<file path="src/rtl/clk_mon_pkg.sv">
// -----------------------------------------------------------------------------
// clk_mon_pkg
// Shared types and default constants for the clock monitor.
// Defaults match the 48 MHz reference / 1.5 MHz audio clock pairing:
// 1024 reference cycles per window, 32 expected edges, +/-2 tolerance,
// 256 edge-free cycles before loss is declared.
// -----------------------------------------------------------------------------
package clk_mon_pkg;

  localparam int unsigned DEF_WINDOW      = 1024;
  localparam int unsigned DEF_EXP_COUNT   = 32;
  localparam int unsigned DEF_TOL         = 2;
  localparam int unsigned DEF_LOSS_CYCLES = 256;

  // Monitor FSM states
  typedef enum logic [1:0] {
    ST_IDLE    = 2'd0,
    ST_SETTLE  = 2'd1,
    ST_MEASURE = 2'd2
  } state_t;

  // Lower tolerance bound, clamped at zero when the tolerance exceeds the target
  function automatic int unsigned tol_lo(input int unsigned exp_cnt,
                                         input int unsigned tol);
    return (tol > exp_cnt) ? 32'd0 : (exp_cnt - tol);
  endfunction

endpackage

</file>
<file path="src/rtl/clk_monitor_sync_edge.sv">
// -----------------------------------------------------------------------------
// sync_edge
// Two-flop synchronizer followed by a registered rising-edge detector for one
// asynchronous input. A rising transition on i_async shows up as a one-cycle
// o_edge pulse three i_clk cycles later. Reusable for any slow async input.
//
// Ports:
//   i_clk    in   sampling clock
//   i_rst    in   asynchronous active-high reset
//   i_async  in   asynchronous input
//   o_edge   out  one-cycle rising-edge pulse (registered)
// -----------------------------------------------------------------------------
module sync_edge (
  input  logic i_clk,
  input  logic i_rst,
  input  logic i_async,
  output logic o_edge
);

  logic r_meta;
  logic r_sync;
  logic r_sync_d;
  logic r_edge;

  // Synchronizer chain plus delayed copy for edge detection
  always_ff @(posedge i_clk or posedge i_rst) begin
    if (i_rst) begin
      r_meta   <= 1'b0;
      r_sync   <= 1'b0;
      r_sync_d <= 1'b0;
      r_edge   <= 1'b0;
    end else begin
      r_meta   <= i_async;
      r_sync   <= r_meta;
      r_sync_d <= r_sync;
      r_edge   <= r_sync & ~r_sync_d;
    end
  end

  assign o_edge = r_edge;

endmodule

</file>
<file path="src/rtl/clk_monitor.sv">
// -----------------------------------------------------------------------------
// clk_monitor
// Frequency and loss-of-clock monitor. Samples a slow monitored clock on the
// reference clock, counts its rising edges per WINDOW reference cycles and
// reports the count plus an in-tolerance flag. After enable, one full window
// is discarded (SETTLE) before back-to-back MEASURE windows are reported.
//
// Optional feature (macro CLK_MON_LOSS_DETECT_EN):
//   defined   - gap counter built; o_lost is a sticky loss-of-clock flag that
//               also forces o_ok low.
//   undefined - no gap counter; o_lost is tied low.
//
// Parameters:
//   WINDOW       reference cycles per window (power of two, >= 16)
//   EXP_COUNT    expected edges per window
//   TOL          allowed deviation from EXP_COUNT
//   LOSS_CYCLES  edge-free cycles before loss is declared
//   CNT_W        width of the edge count
//
// Ports:
//   i_clk    in   reference clock
//   i_rst    in   asynchronous active-high reset
//   i_mon    in   monitored clock (asynchronous, < i_clk/4)
//   i_en     in   monitor enable
//   o_count  out  edge count of the last completed window
//   o_valid  out  one-cycle pulse when o_count updates
//   o_ok     out  last window within EXP_COUNT +/- TOL (and no loss)
//   o_lost   out  sticky loss-of-clock flag
// -----------------------------------------------------------------------------
module clk_monitor
  import clk_mon_pkg::*;
#(
  parameter int unsigned WINDOW      = DEF_WINDOW,
  parameter int unsigned EXP_COUNT   = DEF_EXP_COUNT,
  parameter int unsigned TOL         = DEF_TOL,
  parameter int unsigned LOSS_CYCLES = DEF_LOSS_CYCLES,
  parameter int unsigned CNT_W       = $clog2(WINDOW + 1)
) (
  input  logic             i_clk,
  input  logic             i_rst,
  input  logic             i_mon,
  input  logic             i_en,
  output logic [CNT_W-1:0] o_count,
  output logic             o_valid,
  output logic             o_ok,
  output logic             o_lost
);

  localparam int unsigned       WIN_W    = $clog2(WINDOW);
  localparam int unsigned       TOL_LO   = tol_lo(EXP_COUNT, TOL);
  localparam int unsigned       TOL_HI   = EXP_COUNT + TOL;
  localparam logic [WIN_W-1:0]  WIN_LAST = WIN_W'(WINDOW - 1);
  localparam logic [CNT_W-1:0]  CNT_MAX  = '1;

  state_t           r_state;
  logic [WIN_W-1:0] r_win;
  logic [CNT_W-1:0] r_edges;
  logic [CNT_W-1:0] r_count;
  logic             r_valid;
  logic             r_ok;

  logic             w_edge;
  logic             w_win_end;
  logic [CNT_W-1:0] w_edges_inc;
  logic             w_in_tol;
  logic             w_lost;

  // Synchronize the monitored clock and extract its rising edges
  sync_edge u_sync_edge (
    .i_clk   (i_clk),
    .i_rst   (i_rst),
    .i_async (i_mon),
    .o_edge  (w_edge)
  );

  assign w_win_end = (r_win == WIN_LAST);

  // Edge count including this cycle's edge, saturating
  always_comb begin
    w_edges_inc = r_edges;
    if (w_edge && (r_edges != CNT_MAX)) begin
      w_edges_inc = r_edges + CNT_W'(1);
    end
  end

  assign w_in_tol = (32'(w_edges_inc) >= TOL_LO) && (32'(w_edges_inc) <= TOL_HI);

`ifdef CLK_MON_LOSS_DETECT_EN
  localparam int unsigned      GAP_W   = $clog2(LOSS_CYCLES + 1);
  localparam logic [GAP_W-1:0] GAP_LIM = GAP_W'(LOSS_CYCLES);

  logic [GAP_W-1:0] r_gap;
  logic [GAP_W-1:0] w_gap_nxt;
  logic             r_lost;
  logic             w_active;
  logic             w_lost_set;

  assign w_active = (r_state != ST_IDLE);

  // Gap counts cycles elapsed since the last edge cycle (that cycle counts as
  // one), so loss asserts exactly LOSS_CYCLES cycles after the last edge.
  always_comb begin
    w_gap_nxt = r_gap;
    if (w_edge) begin
      w_gap_nxt = GAP_W'(1);
    end else if (r_gap != GAP_LIM) begin
      w_gap_nxt = r_gap + GAP_W'(1);
    end
  end

  assign w_lost_set = w_active && (w_gap_nxt == GAP_LIM);

  // Sticky loss flag; only a disable or reset clears it
  always_ff @(posedge i_clk or posedge i_rst) begin
    if (i_rst) begin
      r_gap  <= '0;
      r_lost <= 1'b0;
    end else if (!i_en || !w_active) begin
      r_gap  <= '0;
      r_lost <= 1'b0;
    end else begin
      r_gap <= w_gap_nxt;
      if (w_lost_set) begin
        r_lost <= 1'b1;
      end
    end
  end

  assign w_lost = i_en & (r_lost | w_lost_set);
  assign o_lost = r_lost;
`else
  assign w_lost = 1'b0;
  assign o_lost = 1'b0;
`endif

  // Monitor FSM: window sequencing, edge counting and registered reporting
  always_ff @(posedge i_clk or posedge i_rst) begin
    if (i_rst) begin
      r_state <= ST_IDLE;
      r_win   <= '0;
      r_edges <= '0;
      r_count <= '0;
      r_valid <= 1'b0;
      r_ok    <= 1'b0;
    end else begin
      r_valid <= 1'b0;
      if (!i_en) begin
        // Disable wins over everything, including a window end; o_count holds
        r_state <= ST_IDLE;
        r_win   <= '0;
        r_edges <= '0;
        r_ok    <= 1'b0;
      end else begin
        unique case (r_state)
          ST_IDLE: begin
            r_state <= ST_SETTLE;
            r_win   <= '0;
            r_edges <= '0;
          end
          ST_SETTLE: begin
            // Settle window result is never reported
            r_win   <= r_win + WIN_W'(1);
            r_edges <= '0;
            if (w_win_end) begin
              r_state <= ST_MEASURE;
            end
          end
          ST_MEASURE: begin
            r_win <= r_win + WIN_W'(1);
            if (w_win_end) begin
              r_count <= w_edges_inc;
              r_valid <= 1'b1;
              r_ok    <= w_in_tol;
              r_edges <= '0;
            end else begin
              r_edges <= w_edges_inc;
            end
          end
          default: begin
            r_state <= ST_IDLE;
            r_win   <= '0;
            r_edges <= '0;
          end
        endcase
        // A lost clock overrides any window verdict
        if (w_lost) begin
          r_ok <= 1'b0;
        end
      end
    end
  end

  assign o_count = r_count;
  assign o_valid = r_valid;
  assign o_ok    = r_ok;

endmodule

</file>
<file path="config.mk">
export PLATFORM = sky130hd
export DESIGN_NAME = clk_monitor
export DESIGN_NICKNAME = d
export VERILOG_FILES = /design/src/rtl/clk_mon_pkg.sv /design/src/rtl/clk_monitor_sync_edge.sv /design/src/rtl/clk_monitor.sv
export SDC_FILE = /design/constraint.sdc
export NUM_CORES = 1
export LEC_CHECK = 0
export BUFFER_PORTS_ARGS = -buffer_cell sky130_fd_sc_hd__buf_4
export CAP_MARGIN = 20
export CORE_MARGIN = 2
export CORE_UTILIZATION = 30
export DETAILED_ROUTE_END_ITERATION = 12
export PLACE_DENSITY = 0.47
export RECOVER_POWER = 25
export REMOVE_ABC_BUFFERS = 1
export SYNTH_ARGS = -nofsm -noshare
export SYNTH_HDL_FRONTEND = slang
export SYNTH_SLANG_ARGS = --single-unit
</file>
<file path="constraint.sdc">
create_clock -name i_clk -period 2.11 [get_ports i_clk]
set_clock_uncertainty 0.2 [all_clocks]
set_input_delay 0.3165 -clock i_clk [delete_from_list [all_inputs] [get_ports i_clk]]
set_output_delay 0.3165 -clock i_clk [all_outputs]
set_load 0.02 [all_outputs]
</file>
# Yosys cells after proc, flatten, opt, wreduce, memory -nomap -nowiden
# Index checks and enable logic that the tools add are counted.
[classes]
add_sub_neg = 2
order_cmp = 2
n_eq_ne = 8
n_mux = 15
bitwise_logic = 2
reduce_logical = 7
[ops]
columns = ["op", "count"]
rows = [
  ["$mux W11", 4],
  ["$mux W10", 2],
  ["$add A11 B1 Y11 const B", 1],
  ["$ge A11 B5 Y1 const B", 1],
  ["$le A11 B6 Y1 const B", 1],
  ["$ne A11 B11 Y1 const B", 1],
  ["$add A10 B1 Y10 const B", 1],
  ["$eq A10 B10 Y1 const B", 1],
  ["$mux W1", 6],
  ["$pmux W2 S3", 1],
  ["$mux W2", 2],
  ["$ne A2 B1 Y1 const B", 2],
  ["$reduce_and A2 Y1", 2],
  ["$ne A3 B3 Y1 const B", 1],
  ["$reduce_and A3 Y1", 1],
  ["$eq A2 B1 Y1 const B", 1],
  ["$eq A2 B2 Y1 const B", 1],
  ["$logic_and A1 B1 Y1", 2],
  ["$logic_not A2 Y1", 1],
  ["$ne A2 B2 Y1 const B", 1],
  ["$reduce_or A2 Y1", 1],
  ["$and A1 B1 Y1", 1],
  ["$not A1 Y1", 1],
]
[word_totals]
register_bits = 40
in_bits = 4
out_inout_bits = 14
wordCells = 46

# Logic depth before layout (Yosys ltp)
# Gate-level depths: netlist (run 1).
[logic_depth]
ltp_word = 8
depth_mapped = 7
depth_no_buf = 6

# Modules after synthesis
# A second synthesis (run 1) with hierarchy kept.
[hier_totals]
cells_unflattened = 189
hier_area_um2 = 1929.4
[modules_own_cells]
columns = ["mod", "instances", "cells_per_inst", "area_per_inst_um2"]
rows = [
  ["clk_monitor", 1, 183, 1811.7],
  ["sync_edge", 1, 6, 117.6],
]

# Worst setup path before layout (run 1)
# Ideal clock, no wire load.
[synth_path]
kind = "reg-to-reg"
startpoint = "register r_edges[0]"
endpoint = "register r_ok, in the netlist o_ok"
setup_time_ps = 128
t_arrival_ps = 1675
t_required_ps = 1782
path_slack_ps = 108
stages_incl_launch_ff = 7
path_buffers = 0
period_less_slack_ps = 2002
cell_sequence = "dfrtp_1 ha_1 nand3_1 o31ai_4 or3b_2 a41oi_1 a21oi_1"
[synth_via]
elab_chain_len = 8
[synth_lines]
columns = ["item", "line", "rtl"]
rows = [
  ["start, declared", "clk_monitor.sv:57", "logic [CNT_W-1:0] r_edges;"],
  ["start signal, assigned", "clk_monitor.sv:176", "r_edges <= w_edges_inc;"],
  ["branches (longest 2 deep; another with $add A11 B1 Y11)", "--", ""],
  ["$mux W11 (*)", "clk_monitor.sv:81", "if (w_edge && (r_edges != CNT_MAX)) begin"],
  ["$ge A11 B5 Y1 or $le A11 B6 Y1 (tied branches)", "clk_monitor.sv:86", "assign w_in_tol = (32'(w_edges_inc) >= TOL_LO) && (32'(w_edges_inc) <= TOL_HI);"],
  ["$logic_and A1 B1 Y1 (*)", "clk_monitor.sv:86", ""],
  ["$mux W1 (*)", "clk_monitor.sv:170", "if (w_win_end) begin"],
  ["$mux W1 (*)", "clk_monitor.sv:154", "unique case (r_state)"],
  ["$mux W1 (*)", "clk_monitor.sv:147", "if (!i_en) begin"],
  ["end signal, assigned", "clk_monitor.sv:173", "r_ok <= w_in_tol;"],
  ["end, declared", "clk_monitor.sv:60", "logic r_ok;"],
]
# Every way passes the cells marked *. The select of a mux whose other input is x is not followed.
# A chain may end at the register's enable or synchronous reset.

# Worst setup path after layout (run 1)
# Ends and elaborated chain as after synthesis.

==> out/results.ini, run 1 <==
[routing]
ant_nets = 0
drt_first_iter_violations = 54
firstDrtPassIters = 4
drc_errors = 0
wl_per_cell_um = 13.65
vias_per_cell = 4.944
drt_wl_total_um = 4151
via_count = 1503

[timing]
setup-tns-final_ns = 0
slew_headroom_pct = 51.43
slew_viol_final = 0
finalSetupViolations = 0
finalHoldViolations = 0
worst_slew_pin_slew_ns = 0.7285
fmaxAchievable_mhz = 510.7
finalWorstSetupSlack_ns = 0.1520
min_period_ns = 1.958
rsz0062_at_grt = false
fin_crit_sh_pct = 92.80

[clock_network]
numCtsBuffers = 5
cts_tree = yes
clockBufferDepth = 2
cts_max_level = 2
numClockSinks = 40
post-cts-setup-buffer-count = 0
cts_root_buf = clkbuf_8
clkSlewWorstSetupHoldPaths_ns = 0.08
clk_latency_ns = 0.30

[synth]
syn_avg_cell_area_um2 = 10.49
ys_warn_count = 0
synth_ff_type = dfrtp_1
synth_seq_cells = 40
synth_top_cell_by_area = dfrtp_1
async_flop_share_pct = 100.0
synth_area_um2 = 2036
synth_edf_count = 0
ys_seq_area_share_pct = 49.17
synth_cells = 194
yosys.area.top_type_share_pct = 49.17
synthTopCellsByArea = dfrtp_1 (49%), nor2_1 (5.0%), ha_1 (3.7%), mux2i_1 (3.4%), xor2_1 (3.4%)
ys_types = 47

[critical_path]
startpoint_type = register
worstSetupEndpointType = register
critPathArrivalTime_ns = 1.98
path_class = register to register
worstPathRequired_ns = 2.13
worstPathMaxFanout = 4
reg2reg_slack_ns = 0.15

[grt]
grt_max_degree = 29
grt_pass1_vias = 1536
grt_first_pass_wirelength_um = 7403
antenna_found_initial = 0
grt_use_total_pct = 12.68
grt_overflow = 0

[cells_and_area]
antenna-diode-count = 0
fin_util_pct = 35.92
num-nets-final = 234
areaGrowthSynthToFinish_pct = 17.89
drive_gt1_share_pct = 22.32

[floorplan]
die_w_um = 86.38
core_area_um2 = 6681
fp.dieH_um = 86.38
die_area_um2 = 7461
initial_core_util_pct = 30.47
rows = 30
io_pins = 18

[power_and_ir_drop]
ir_worst_vdd_mv = 0.2809
total_power_mw = 1.518
static-leakage-power_nw = 1.114
p_per_area_nw_per_um2 = 632.4

[place]
place_ws_ns = 0.09970
dp_hpwl_um = 3039
routabilityCongestion = 0.7881
numPortBuffers = 16

[outcome]
status = finished clean

[job]
cap_violations = 0

[min_path]
hold_class = input pin to register

[final cells by class]
type                    count  area (µm²)
multi-input cells         138       952.2
inverters                   8       30.03
well taps                  80       100.1
fillers                   708        4282
clock inverters             2       12.51
repair buffers             31       235.2
clock buffers               5       68.82
flip-flops and latches     40        1001
[worst max-delay path, cell delays in order, from the launching register on]
cell      delay, ns
dfrtp_1        0.39
ha_1           0.25
buf_4          0.16
a21oi_1        0.22
o2bb2a_1       0.24
o31ai_1        0.09
a41oi_1        0.16
a21oi_1        0.18
[per-stage QoR]
step / hold slack (ns) / area [µm²] / cells
finish: 0.1091 / 2400 / 304
global route: 0.1180 / 2400 / 304
CTS: 0.1052 / 2396 / 304
detailed placement: 0.1365 / 2295 / 295
global placement: 0.1330 / 2295 / 295
floorplan: 0.1312 / 1977 / 186
[what timing repair did]
item,4_1_cts,5_1_grt
gates resized for setup,0,2
endpoints found under the hold margin,28,0
setup endpoints to repair,0,2
hold buffers,2,0
[logic make-up (layout without fill, tap and decap cells)]
group	count (synthesis)	count (layout)	share of synthesized area, %
mux	10	10	5.101
compound gates	32	32	11.74
xor+xnor	10	10	4.303
simple gates	79	79	21.45
fa+ha+maj	6	6	3.688
other cells	1	1	0.1842
buf+inv	16	46	4.363
flops	40	40	49.17
[cells in the final DEF, fill, tap and decap left out, drive strengths merged, types with 5 or more instances in the layout]
cell type,count
nand4,8
nand3,9
clkbuf,8
and3,6
and4,5
buf,26
xor2,8
a21oi,11
nand2,11
dfrtp,40
mux2i,7
inv,8
ha,6
nor2,28
[report_power, final]
group / switching [mW] / internal [mW] / leakage, nW / total, mW
logic: 0.123 / 0.0805 / 0.541 / 0.203
registers: 0.0289 / 0.797 / 0.533 / 0.826
clock network: 0.264 / 0.224 / 0.0400 / 0.488
total: 0.416 / 1.10 / 1.11 / 1.52
[worst paths after layout]
path / startpoint / depth (start not counted) / endpoint
hold / removal: i_en / 2 / r_state[1]
hold reg to reg: u_sync_edge.r_meta / 0 / u_sync_edge.r_sync
max in group asynchronous: i_rst / 5 / o_count[6]
setup / recovery: r_edges[0] / 7 / o_ok
min in group asynchronous: i_rst / 4 / r_win[4]
setup reg to reg: r_edges[0] / 7 / o_ok
[per-layer routing]
metal  GRT usage, %  wire, µm  part of all wire (%)
met2          20.35      1946                    47
met4          4.545        59                   1.4
met5              0         0                     0
met3          2.952       119                   2.9
met1          16.75      2025                    49
[state kept, by name (all words and copies together), names as in the netlist]
name / cells
r_edges: 11
o_valid: 1
u_sync_edge.r_sync: 1
r_win: 10
r_state: 2
u_sync_edge.r_meta: 1
u_sync_edge.o_edge: 1
o_count: 11
u_sync_edge.r_sync_d: 1
o_ok: 1
[synthesized netlist by cell type (all sizes together) (5+ instances only)]
master and count:
dfrtp 40, nor2 28, a21oi 11, nand2 11, nand3 9, inv 8, nand4 8, xor2 8
mux2i 7, and3 6, ha 6, and4 5, buf 5
Note: power is estimated with default switching activity, not from simulation.
==> run 2, diff against run 1 <==
--- a/config.mk
+++ b/config.mk
@@ -10,9 +10,10 @@
 export CORE_MARGIN = 2
 export CORE_UTILIZATION = 30
 export DETAILED_ROUTE_END_ITERATION = 12
-export PLACE_DENSITY = 0.47
+export PLACE_DENSITY = 0.48
 export RECOVER_POWER = 25
 export REMOVE_ABC_BUFFERS = 1
 export SYNTH_ARGS = -nofsm -noshare
 export SYNTH_HDL_FRONTEND = slang
+export SYNTH_HIERARCHICAL = 1
 export SYNTH_SLANG_ARGS = --single-unit
==> run 2 against run 1 <==
  * The run now ends with negative setup slack left
  * First-iteration DRC count shrank 9.3%
  * Sequential power is essentially flat
  * Flip-flop and latch count is the same
  * Area after synthesis shrank 5.2%
  * Maximum frequency shrank 7.8%
  * Die area shrank 5.0%
  * Utilization grew 2.5 points
  * Combinational power shrank 3%
  * Clock power grew 51%
  * Critical endpoint unchanged
==> out/results.ini, run 2 <==
[synth]
synth_top_cell_by_area = dfrtp_1  ; unchanged
synthTopCellsByArea = dfrtp_1 (52%), nor2_1 (4.5%), o21ai_0 (4.2%), xor2_1 (4.1%), ha_1 (3.9%)  ; was dfrtp_1 (49%), nor2_1 (5.0%), ha_1 (3.7%), mux2i_1 (3.4%), xor2_1 (3.4%)
ys_types = 40  ; was 47
ys_warn_count = 6  ; was 0
synth_edf_count = 0  ; unchanged
yosys.area.top_type_share_pct = 51.88  ; was 49.17%
async_flop_share_pct = 100.0  ; unchanged
ys_seq_area_share_pct = 51.88  ; was 49.17%
synth_seq_cells = 40  ; unchanged
syn_avg_cell_area_um2 = 10.21  ; was 10.49 µm²
synth_common_cells = dfrtp_1 (40), nor2_1 (23), nand2_1 (18), o21ai_0 (16), nand3_1 (11)  ; was dfrtp_1 (40), nor2_1 (27), nand2_1 (11), a21oi_1 (10), nand3_1 (9)
synth_cells = 189  ; was 194
yosysMostFrequentCell = dfrtp_1  ; unchanged
synth_ff_type = dfrtp_1  ; unchanged
synth_area_um2 = 1929  ; was 2036 µm²

[critical_path]
worstPathBufferInverterCount = 0  ; was 1
crit_slowest_cell = dfrtp_1  ; unchanged
r2r_start = r_edges[1]  ; was r_edges[0]
r2r-end = o_ok  ; unchanged
startpoint_type = register  ; unchanged
path_class = register to register  ; unchanged
ff2ff_path_depth = 7  ; unchanged
reg2reg_slack_ns = -0.01  ; was 0.15 ns
endpoint = o_ok  ; unchanged
worstSetupEndpointType = register  ; unchanged
crit_chain = ha_2 > nand3_2 > or3_4 > a21bo_1 > nor4b_2 > a31oi_1 > o41ai_2  ; was ha_1 > buf_4 > a21oi_1 > o2bb2a_1 > o31ai_1 > a41oi_1 > a21oi_1
worstPathMaxFanout = 4  ; unchanged
path_depth = 7  ; unchanged
crit_path_start = r_edges[1]  ; was r_edges[0]
worstPathRequired_ns = 2.11  ; was 2.13 ns
critPathArrivalTime_ns = 2.12  ; was 1.98 ns
max_stage_delay_ns = 0.35  ; was 0.39 ns
path_delay_family = simple AND/OR/NAND/NOR gates  ; was compound AO/OA/AOI/OAI gates

[cells_and_area]
final_common_cell = dfrtp_1  ; unchanged
drive_gt1_share_pct = 25.44  ; was 22.32%
antenna-diode-count = 0  ; unchanged
fin_util_pct = 38.43  ; was 35.92%
final_area_um2 = 2412  ; was 2400 µm²
areaGrowthSynthToFinish_pct = 25.03  ; was 17.89%
instances_no_fill = 305  ; was 304
num-nets-final = 238  ; was 234
most-common-layout-cells = dfrtp_1 (40), buf_4 (33), nor2_1 (23)  ; was dfrtp_1 (40), nor2_1 (27), buf_4 (26)

[routing]
firstDrtPassIters = 4  ; unchanged
wl_per_cell_um = 12.52  ; was 13.65 µm
vias_per_cell = 4.761  ; was 4.944
drt_first_iter_violations = 49  ; was 54
ant_nets = 0  ; unchanged
via_count = 1452  ; was 1,503
drc_errors = 0  ; unchanged
drt_wl_total_um = 3818  ; was 4151 µm

[power_and_ir_drop]
total_power_mw = 1.762  ; was 1.518 mW
netSwitchingPower_mw = 0.4199  ; was 0.4160 mW
static-leakage-power_nw = 1.093  ; was 1.114 nW
ir_worst_vdd_mv = 0.3793  ; was 0.2809 mV
seq_power_share_pct = 47.0  ; was 54.4%
combPwrFrac_pct = 11.2  ; was 13.4%
p_per_area_nw_per_um2 = 730.6  ; was 632.4 nW/µm²
p_int_mw = 1.342  ; was 1.102 mW
netSwitchingFraction_pct = 23.83  ; was 27.41%
clockPowerShare_pct = 41.8  ; was 32.2%

[place]
placed_cells = 296  ; was 295
placed_area_um2 = 2262  ; was 2295 µm²
dp_hpwl_um = 2740  ; was 3039 µm
routabilityCongestion = 0.7937  ; was 0.7881
numPortBuffers = 16  ; unchanged

[grt]
antenna_found_initial = 0  ; unchanged
grt_max_degree = 37  ; was 29
grt_use_total_pct = 11.84  ; was 12.68%
grt_first_pass_wirelength_um = 6658  ; was 7403 µm
grt_overflow = 0  ; unchanged
grt_pass1_vias = 1401  ; was 1,536

[clock_network]
numCtsBuffers = 5  ; unchanged
cts_root_buf = clkbuf_8  ; unchanged
clockBufferDepth = 2  ; unchanged
cts_max_level = 2  ; unchanged
numClockSinks = 40  ; unchanged
clkSlewWorstSetupHoldPaths_ns = 0.08  ; about the same
clk_latency_ns = 0.29  ; was 0.30 ns
cts_tree = yes  ; unchanged
post-cts-setup-buffer-count = 0  ; unchanged

[timing]
fin_crit_sh_pct = 100.6  ; was 92.80%
min_period_ns = 2.123  ; was 1.958 ns
slew_headroom_pct = 37.86  ; was 51.43%
slew_viol_final = 0  ; unchanged
finalHoldViolations = 0  ; unchanged
fmaxAchievable_mhz = 471.0  ; was 510.7 MHz
setup-tns-final_ns = -0.01314  ; was 0 ns
finalWorstSetupSlack_ns = -0.01314  ; was 0.1520 ns
rsz0062_at_grt = true  ; was false
worst_slew_pin_slew_ns = 0.9321  ; was 0.7285 ns
finalSetupViolations = 1  ; was 0

[min_path]
hold_class = input pin to register  ; unchanged

[floorplan]
fp.dieH_um = 84.20  ; was 86.38 µm
initial_core_util_pct = 30.74  ; was 30.47%
rows = 29  ; was 30
core_area_um2 = 6277  ; was 6681 µm²
die_area_um2 = 7089  ; was 7461 µm²
io_pins = 18  ; unchanged
die_w_um = 84.20  ; was 86.38 µm

[job]
cap_violations = 0  ; unchanged

[outcome]
violations = negative setup slack
status = complete, but fails checks  ; was finished clean

-- run 2: cell count changes after synthesis, moves of 4 or more --
cell     change
a21oi_1      -7
nand2_1      +7
nor2_1       -4
o21ai_0     +13
-- run 2: area by class of cell --
class | count | area (µm²)
Clock buffer | 5 | 68.82
Tap cell | 77 | 96.34
Multi-Input combinational cell | 136 | 872.1
Sequential cell | 40 | 1001
Inverter | 7 | 26.28
Clock inverter | 2 | 60.06
Timing Repair Buffer | 38 | 287.8
Fill cell | 645 | 3865
-- run 2: worst min path at each step --
stage	start	to	slack (ns)	cells after the start
2_1_floorplan	i_rst	u_sync_edge/o_edge	-0.12	1
3_3_place_gp	i_rst	u_sync_edge/r_meta	0.02	2
3_5_place_dp	i_rst	u_sync_edge/r_meta	0.02	2
4_1_cts	i_en	r_state[0]	0.10	2
5_1_grt	i_en	r_state[1]	0.12	2
6_report	i_en	r_state[0]	0.12	2
-- run 2: through the flow --
stage / worst slack [ns] / hold slack, ns
6_report: -0.01314 / 0.1155
5_1_grt: -0.1736 / 0.1186
4_1_cts: -0.01298 / 0.1030
3_5_place_dp: -0.1088 / 0.02151
3_3_place_gp: -0.04927 / 0.01698
2_1_floorplan: -0.07586 / -0.1174
-- run 2: routing by layer --
| metal | part of all wire, % | global-route usage, % | vias up |
|---|---|---|---|
| li1 | - | - | 731 |
| met3 | 3.7 | 3.343 | 8 |
| met4 | 2.1 | 5.279 | 0 |
| met1 | 48 | 15.71 | 690 |
| met2 | 46 | 18.04 | 23 |
| met5 | 0 | 0 | - |
-- run 2: kinds of logic (layout without fill, tap and decap cells) --
family	after synthesis	in the layout	share of synthesized area (%)
other	1	1	0.1944
muxes	4	4	2.075
xor gates and xnor gates	12	12	5.448
adders and majority gates	6	6	3.891
buffers and inverters	13	52	3.113
AOI/OAI and AO/OA	31	31	10.38
and+or+nand+nor	82	82	23.02
DFF	40	40	51.88
-- run 2: what timing repair did --
item	4_1_cts	5_1_grt
endpoints found under the hold margin	41	0
setup endpoints to repair	2	2
pin swaps	4	0
hold buffers	2	0
gates resized for setup	2	1
-- run 2: power by group through the flow --
| stage | sequential, mW | clock, mW | combinational [mW] |
|---|---|---|---|
| finish | 0.828 | 0.737 | 0.197 |
| global route | 0.834 | 0.792 | 0.234 |
| CTS | 0.829 | 0.768 | 0.207 |
| detailed placement | 0.845 | 0 | 0.203 |
| global placement | 0.845 | 0 | 0.201 |
| floorplan | 0.838 | 0 | 0.146 |
==> run 3, diff against run 2 <==
--- a/config.mk
+++ b/config.mk
@@ -7,10 +7,12 @@
 export LEC_CHECK = 0
 export BUFFER_PORTS_ARGS = -buffer_cell sky130_fd_sc_hd__buf_4
 export CAP_MARGIN = 20
+export CELL_PAD_IN_SITES_DETAIL_PLACEMENT = 1
+export CELL_PAD_IN_SITES_GLOBAL_PLACEMENT = 1
 export CORE_MARGIN = 2
 export CORE_UTILIZATION = 30
 export DETAILED_ROUTE_END_ITERATION = 12
-export PLACE_DENSITY = 0.48
+export PLACE_DENSITY = 0.57
 export RECOVER_POWER = 25
 export REMOVE_ABC_BUFFERS = 1
 export SYNTH_ARGS = -nofsm -noshare
==> run 3 against run 2 <==
  * The flow still finishes with violations (negative setup slack)
  * Total power down 13%
  * Maximum frequency shrank 0.20%
  * Flip-flop and latch count unchanged
  * Largest power group unchanged
==> out/results.ini, run 3 (synthesis gave the netlist of run 2 again) <==
[outcome]
status = complete, but fails checks  ; unchanged
violations = negative setup slack  ; unchanged

[place]
dp_hpwl_um = 3141  ; was 2740 µm
placed_area_um2 = 2315  ; was 2262 µm²
place_ws_ns = -0.1186  ; was -0.1088 ns
placed_cells = 303  ; was 296
routabilityCongestion = 0.7818  ; was 0.7937
numPortBuffers = 16  ; unchanged

[timing]
min_period_ns = 2.127  ; was 2.123 ns
finalSetupViolations = 1  ; unchanged
finalHoldViolations = 0  ; unchanged
slew_headroom_pct = 39.40  ; was 37.86%
finalWorstSetupSlack_ns = -0.01749  ; was -0.01314 ns
setup-tns-final_ns = -0.01749  ; was -0.01314 ns
worst_slew_pin_slew_ns = 0.9089  ; was 0.9321 ns
slew_viol_final = 0  ; unchanged
whs_ns = 0.1224  ; was 0.1155 ns
rsz0062_at_grt = true  ; unchanged
fin_crit_sh_pct = 100.8  ; was 100.6%
fmaxAchievable_mhz = 470.0  ; was 471.0 MHz

[critical_path]
r2r_start = r_edges[0]  ; was r_edges[1]
worstPathMaxFanout = 3  ; was 4
startpoint_type = register  ; unchanged
worstPathRequired_ns = 2.10  ; was 2.11 ns
crit_path_start = r_edges[0]  ; was r_edges[1]
critPathArrivalTime_ns = 2.12  ; about the same
path_class = register to register  ; unchanged
worstSetupEndpointType = register  ; unchanged

[clock_network]
numCtsBuffers = 5  ; unchanged
numClockSinks = 40  ; unchanged
clkSlewWorstSetupHoldPaths_ns = 0.08  ; about the same
clockBufferDepth = 2  ; unchanged
cts_max_level = 2  ; unchanged
clk_latency_ns = 0.29  ; about the same
cts_root_buf = clkbuf_8  ; unchanged
cts_tree = yes  ; unchanged

[min_path]
hp-start = i_en  ; unchanged
hold_class = input pin to register  ; unchanged

[grt]
grt_pass1_vias = 1489  ; was 1,401
grt_max_degree = 37  ; unchanged
grt_use_total_pct = 12.76  ; was 11.84%
grt_first_pass_wirelength_um = 7217  ; was 6658 µm
antenna_found_initial = 0  ; unchanged
grt_overflow = 0  ; unchanged

[routing]
firstDrtPassIters = 4  ; unchanged
drc_errors = 0  ; unchanged
via_count = 1487  ; was 1,452
wl_per_cell_um = 13.62  ; was 12.52 µm
drt_first_iter_violations = 47  ; was 49
vias_per_cell = 4.736  ; was 4.761
ant_nets = 0  ; unchanged
drt_wl_total_um = 4276  ; was 3818 µm

[floorplan]
die_w_um = 84.20  ; unchanged
io_pins = 18  ; unchanged
rows = 29  ; unchanged
core_area_um2 = 6277  ; unchanged
die_area_um2 = 7089  ; unchanged
fp.dieH_um = 84.20  ; unchanged
initial_core_util_pct = 30.74  ; unchanged

[power_and_ir_drop]
total_power_mw = 1.537  ; was 1.762 mW
static-leakage-power_nw = 1.116  ; was 1.093 nW
ir_worst_vdd_mv = 0.3242  ; was 0.3793 mV
p_per_area_nw_per_um2 = 623.2  ; was 730.6 nW/µm²

[cells_and_area]
most-common-layout-cells = buf_4 (41), dfrtp_1 (40), nor2_1 (22)  ; was dfrtp_1 (40), buf_4 (33), nor2_1 (23)
fin_util_pct = 39.29  ; was 38.43%
multi_input_area_um2 = 907.1  ; was 872.1 µm²
areaGrowthSynthToFinish_pct = 27.82  ; was 25.03%
drive_gt1_share_pct = 29.54  ; was 25.44%
final_common_cell = buf_4  ; was dfrtp_1
final_area_um2 = 2466  ; was 2412 µm²
num-nets-final = 246  ; was 238
regArea_um2 = 1001  ; unchanged
antenna-diode-count = 0  ; unchanged
instances_no_fill = 314  ; was 305
fillers = 742  ; was 645

[job]
cap_violations = 0  ; unchanged

## run 3: cell count changes in the layout (fill, tap and decap cells not counted), moves of 2 or more
cell       before  now
clkinv_2        0    2
o21ai_1         0    2
buf_4          33   41
bufinv_16       2    0
o21ai_0        16   14
## run 3: area by class of cell
cell class	count	area share, %
well taps	77	3.907
clock inverters	3	0.7610
flip-flops and latches	40	40.59
multi-input cells	136	36.78
inverters	7	1.065
repair buffers	46	14.10
clock buffers	5	2.790
## run 3: what timing repair did
action,4_1_cts,5_1_grt
pin swaps,5,2
endpoints found under the hold margin,41,0
resized for setup,4,6
hold buffers,2,0
setup endpoints to repair,2,4
buffers inserted,1,0
## run 3: per-layer routing
metal / part of all wire, % / global-route usage (%) / wire, µm
met4: 0.98 / 3.959 / 42
met3: 1.4 / 2.655 / 62
met5: 0 / 0 / 0
met2: 50 / 20.71 / 2125
met1: 48 / 17.20 / 2045
## run 3: path summary, 6_finish.rpt
kind,end,depth (start not counted),slack (ns)
setup / recovery,o_ok,8,-0.02
min in group asynchronous,u_sync_edge/r_sync,3,0.26
hold reg to reg,u_sync_edge/r_sync,0,0.15
setup reg to reg,o_ok,8,-0.02
hold / removal,r_state[1],2,0.12
max in group asynchronous,r_win[9],4,0.47
## run 3: power by group
| group | switching [mW] | total, mW | leakage [nW] | internal [mW] |
|---|---|---|---|---|
| combinational | 0.121 | 0.204 | 0.520 | 0.0827 |
| sequential | 0.0329 | 0.830 | 0.549 | 0.797 |
| clock | 0.272 | 0.503 | 0.0479 | 0.231 |
## run 3: worst max-delay path, stage by stage, from the launching register on
cell	delay (ns)
dfrtp_1	0.40
ha_4	0.17
nand3_2	0.11
or3_4	0.35
buf_4	0.14
and2_2	0.17
nor2_1	0.08
a31oi_1	0.10
o41ai_2	0.30
